File: config.mk
export PLATFORM = sky130hd
export DESIGN_NAME = mux_stream_packer
export DESIGN_NICKNAME = d
export VERILOG_FILES = /design/src/rtl/mux_stream_packer.sv
export SDC_FILE = /design/constraint.sdc
export NUM_CORES = 1
export LEC_CHECK = 0
export BUFFER_PORTS_ARGS = -buffer_cell sky130_fd_sc_hd__buf_2
export CORE_MARGIN = 2
export CORE_UTILIZATION = 63
export DETAILED_ROUTE_END_ITERATION = 12
export PLACE_DENSITY = 0.83
export SYNTH_ARGS = -nofsm -noshare
export SYNTH_HDL_FRONTEND = slang
export SYNTH_SLANG_ARGS = --single-unit
File: constraint.sdc
create_clock -name clk -period 5.4 [get_ports clk]
set_input_delay 1.08 -clock clk [delete_from_list [all_inputs] [get_ports clk]]
set_output_delay 1.08 -clock clk [all_outputs]
set_load 0.02 [all_outputs]
File: src/rtl/mux_stream_packer.sv
// mux_stream_packer: packs the serializer's 16-bit word stream into
// 32-bit beats with first/last tags, buffered by a small FIFO.
//
// Ports:
//   clk, rst_n          clock, synchronous active-low reset
//   din, sync           serializer word, start-of-frame strobe
//   out_data/valid/ready  beat stream {word 2k+1, word 2k}
//   out_first/out_last  beat holds words 0/1 or WORDS-2/WORDS-1
//   busy                frame capture in progress
//   overflow, frame_err sticky error flags
//   checksum(_valid)    only when CHECKSUM_EN is defined
//
// Optional feature macro: CHECKSUM_EN (per-frame 16-bit word sum).

module mux_stream_packer #(
   parameter int WORDS = 288,
   parameter int DEPTH = 4
) (
   input  logic        clk,
   input  logic        rst_n,
   input  logic [15:0] din,
   input  logic        sync,
   output logic [31:0] out_data,
   output logic        out_valid,
   input  logic        out_ready,
   output logic        out_first,
   output logic        out_last,
   output logic        busy,
   output logic        overflow,
   output logic        frame_err
`ifdef CHECKSUM_EN
   ,
   output logic [15:0] checksum,
   output logic        checksum_valid
`endif
);

   localparam int PW = $clog2(DEPTH);
   localparam logic IDLE    = 1'b0;
   localparam logic CAPTURE = 1'b1;
   localparam logic [8:0] LAST_IDX = 9'(WORDS - 1);
   localparam logic [PW:0] FULL_CNT = (PW + 1)'(DEPTH);

   logic          state;
   logic [8:0]    idx;
   logic [15:0]   hold;
   logic [33:0]   mem [DEPTH];
   logic [PW-1:0] wptr;
   logic [PW-1:0] rptr;
   logic [PW:0]   cnt;

   logic        take;
   logic        push;
   logic        pop;
   logic        full;
   logic        empty;
   logic        push_ok;
   logic [33:0] beat;
   logic [33:0] head;

   always_comb begin
      take    = (state == CAPTURE) && !sync;
      push    = take && idx[0];
      beat    = {idx == LAST_IDX, idx == 9'd1, din, hold};
      full    = (cnt == FULL_CNT);
      empty   = (cnt == '0);
      pop     = !empty && out_ready;
      // a full FIFO still accepts when the head leaves the same cycle
      push_ok = push && (!full || pop);
      head    = mem[rptr];
   end

   assign out_valid = !empty;
   assign out_data  = empty ? 32'd0 : head[31:0];
   assign out_first = !empty && head[32];
   assign out_last  = !empty && head[33];

   always_ff @(posedge clk) begin
      if (!rst_n) begin
         state     <= IDLE;
         idx       <= '0;
         hold      <= '0;
         busy      <= 1'b0;
         overflow  <= 1'b0;
         frame_err <= 1'b0;
         wptr      <= '0;
         rptr      <= '0;
         cnt       <= '0;
      end else begin
         // stays high one cycle past the final word
         busy <= sync || (state == CAPTURE);
         if (sync) begin
            if (state == CAPTURE)
               frame_err <= 1'b1;
            state <= CAPTURE;
            idx   <= 9'd1;
            hold  <= din;
         end else if (state == CAPTURE) begin
            if (!idx[0])
               hold <= din;
            if (idx == LAST_IDX) begin
               state <= IDLE;
               idx   <= '0;
            end else begin
               idx <= idx + 9'd1;
            end
         end
         if (push && full && !pop)
            overflow <= 1'b1;
         if (push_ok)
            wptr <= wptr + 1'b1;
         if (pop)
            rptr <= rptr + 1'b1;
         unique case (1'b1)
            (push_ok && !pop): cnt <= cnt + 1'b1;
            (pop && !push_ok): cnt <= cnt - 1'b1;
            default:           cnt <= cnt;
         endcase
      end
   end

   always_ff @(posedge clk) begin
      if (push_ok)
         mem[wptr] <= beat;
   end

`ifdef CHECKSUM_EN
   logic [15:0] acc;

   always_ff @(posedge clk) begin
      if (!rst_n) begin
         acc            <= '0;
         checksum       <= '0;
         checksum_valid <= 1'b0;
      end else begin
         checksum_valid <= 1'b0;
         if (sync) begin
            acc <= din;
         end else if (state == CAPTURE) begin
            acc <= acc + din;
            if (idx == LAST_IDX) begin
               checksum       <= acc + din;
               checksum_valid <= 1'b1;
            end
         end
      end
   end
`endif

endmodule

==> impl_metrics.tcl <==
set metrics [dict create \
    dp_slack_ps 2160 \
    avgSynthCellArea_sq_um 16.8 \
    yosys_register_bits 174 \
    combinationalPowerShare_pct 19.3 \
    cts_setup_buffers 0 \
    wl_per_cell_um 20.2 \
    power_density_nw_per_um2 426 \
    async_flop_share_pct 0 \
    grt_remaining_overflow 0 \
    numCtsBuffers 17 \
    cts.sinks 174 \
    netlist_area_sq_um 6820 \
    grt.total_usage_pct 23.3 \
    synthSimpleGateAreaFrac_pct 9.32 \
    hold_class "flip-flop to flip-flop" \
    cts_tree "built" \
    first_iter_violations 263 \
    antenna_found_initial 2 \
    worstMarginPinSlew_ps 912 \
    critPathArrivalTime_ps 2630 \
    grt_max_degree 40 \
    final_layout_size_suffix_gt1_share_pct 27.8 \
    max_cap_violations 0 \
    grt_pass1_wl_um 19500 \
    synth-compound-area-share_pct 3.78 \
    rsz0062_at_grt "no" \
    ant_nets 0 \
    crit_chain "buf_4 > mux4_2 > and2_1 > buf_2" \
    crit_family "flip-flops" \
    syn_to_final_growth_pct 14.3 \
    clk_path_buf_depth 2 \
    num_io_pins 58 \
    mostFrequentLayoutCells "edfxtp_1 (136), buf_2 (57), and2_1 (42), nand2_1 (42), dfxtp_1 (37)" \
    die_width_um 108 \
    crit_fanout 18 \
    synth-seq-area-share_pct 71.1 \
    end_kind "primary output" \
    r2r_end "mem[3][1]" \
    status "complete, no violations" \
    switching_share_pct 27.4 \
    clk_pin_slew_worst_paths_ps 60 \
    synth_cells 406 \
    multiInputGateArea_sq_um 1850 \
    finalMaxSlewViolations 0 \
    finalClockSkew_ps 7.80 \
    synthXorXnorAreaFrac_pct 1.03 \
    cts_resized 0 \
    ys.flop_type "edfxtp_1" \
    max_freq_ghz 0.269 \
    crit_buf_inv 2 \
    ff_latch_area_sq_um 4850 \
    slew-limit-headroom_pct 39.2 \
    p_clk_share_pct 34.6 \
    synth_edf_count 136 \
    r2r_start "state" \
    final_common_cell "edfxtp_1" \
    nNetsFinal 496 \
    numPortBuffers 57 \
    start_kind "flip-flop" \
    synth_fa_ha_area_share_pct 1.39 \
    irDropWorstVdd_v 0.000372 \
    syn_nets 433 \
    cp_slowest_stage_delay_ps 770 \
    postLayoutSetupSlackWorst_ps 1690 \
    die_h_um 108 \
    routed_wl_um 12500 \
    synth_top_family_by_area "multiplexers" \
    post_drt_via_cell_ratio 5.87 \
    synthMuxAreaShare_pct 11.7 \
    initial_core_util_pct 65.5 \
    gp_congestion 0.791 \
    critical_path_cell_count 4 \
    fill_cells 620 \
    hold_viol 0 \
    p_sw_mw 0.911 \
    finalSetupViolations 0 \
    yosys_warnings 0 \
    worstSkewPairLatency_ps 530 \
    cts-root-buf "clkbuf_8" \
    antenna_cells 0 \
    vias 3625 \
    grt_pass1_vias 3775 \
    hpwl_um 7500 \
    worst-setup-path-type "flip-flop to primary output" \
    ys_types 42 \
    worstRegToRegCells 4 \
    hold_buffers 0 \
    row_count 37 \
    leakagePower_nw 2.70 \
    p_seq_share_pct 46.1 \
    core_area_sq_um 10400 \
    crit_end "out_data[19]" \
    rrSetupSlack_ps 3090 \
    htreeDepth 4 \
    dieArea_sq_um 11700 \
    slowest_stage "dfxtp_2" \
    timing.final.crit_share_pct 68.8 \
    dr.pass1.iters 5 \
    fin_crit_ps 3710 \
    drc 0 \
    internal_power_mw 2.41 \
    required_ps 4320 \
    tns_ps 0 \
]
## per-stage QoR
stage / instance area (sq um) / total power, mW / utilization (%) / hold WS (ps) / instances
after global routing: 7790 / 3.45 / 74.8 / 505 / 618
after floorplan: 6820 / 2.03 / - / 453 / 406
after detailed placement: 7230 / 2.21 / 69.4 / 452 / 586
final: 7790 / 3.32 / 74.8 / 471 / 618
after global placement: 7230 / 2.20 / 69.4 / 453 / 586
after CTS: 7790 / 3.35 / 74.8 / 475 / 618
## how the worst min path moves through the flow
stage / startpoint / end / slack (ps) / cells after the start
2_1_floorplan: cnt[2] / cnt[2] / 450 / 2
3_3_place_gp: overflow / overflow / 450 / 1
3_5_place_dp: overflow / overflow / 450 / 1
4_1_cts: overflow / overflow / 480 / 1
5_1_grt: overflow / overflow / 510 / 1
6_report: overflow / overflow / 470 / 1
## power by group through the flow
stage          clock, mW  combinational (mW)  sequential (mW)
6_report            1.15               0.640             1.53
5_1_grt             1.21               0.697             1.54
4_1_cts             1.16               0.653             1.53
3_5_place_dp           0               0.650             1.56
3_3_place_gp           0               0.640             1.56
2_1_floorplan          0               0.504             1.52
## cells in the mapped netlist (2+ instances only)
cell,n,share of area [%]
nand2b_1,3,0.28
and2_1,42,3.9
nand4_1,3,0.28
nand2_1,42,2.3
nand3_1,4,0.29
nor2b_1,3,0.28
and3_1,3,0.28
a21boi_0,10,1.1
xor2_1,3,0.39
buf_4,3,0.33
xnor2_1,5,0.64
mux4_2,34,11
clkbuf_1,11,0.61
or3_1,2,0.18
o21ai_0,2,0.15
a21boi_1,7,0.77
buf_2,5,0.37
o21a_1,3,0.33
ha_1,6,1.1
inv_1,8,0.44
mux2i_1,3,0.44
a21oi_1,3,0.22
nor2_1,9,0.50
dfxtp_1,38,11
edfxtp_1,136,60
a21oi_2,2,0.26
## final cells by class
cell class	count	area share (%)
Inverter	8	0.385
Clock inverter	15	1.89
Sequential cell	174	62.2
Tap cell	136	2.18
Timing Repair Buffer	63	4.24
Multi-Input combinational cell	205	23.8
Clock buffer	17	5.31
## routing by layer
| layer | vias up | track usage [%] | wire [um] |
|---|---|---|---|
| met2 | 124 | 39.8 | 6510 |
| met5 | - | 0 | 16 |
| met4 | 2 | 9.62 | 210 |
| met3 | 17 | 6.09 | 735 |
| li1 | 1648 | - | - |
| met1 | 1834 | 28.3 | 5030 |
## flip-flops by register name, summed over array words and instances (netlist names), named ones only
register,cells
busy,1
cnt,3
frame_err,1
hold,16
idx,9
mem,136
overflow,1
rptr,2
state,1
wptr,2
## cell families (layout without fill, tap and decap cells)
| family | after synthesis | in the layout |
|---|---|---|
| and+or+nand+nor | 120 | 120 |
| xor gates and xnor gates | 8 | 8 |
| DFF | 174 | 174 |
| buffers and inverters | 27 | 103 |
| AOI/OAI and AO/OA | 33 | 33 |
| adders and majority gates | 7 | 7 |
| muxes | 37 | 37 |
Note: power is estimated with default switching activity, not from simulation.
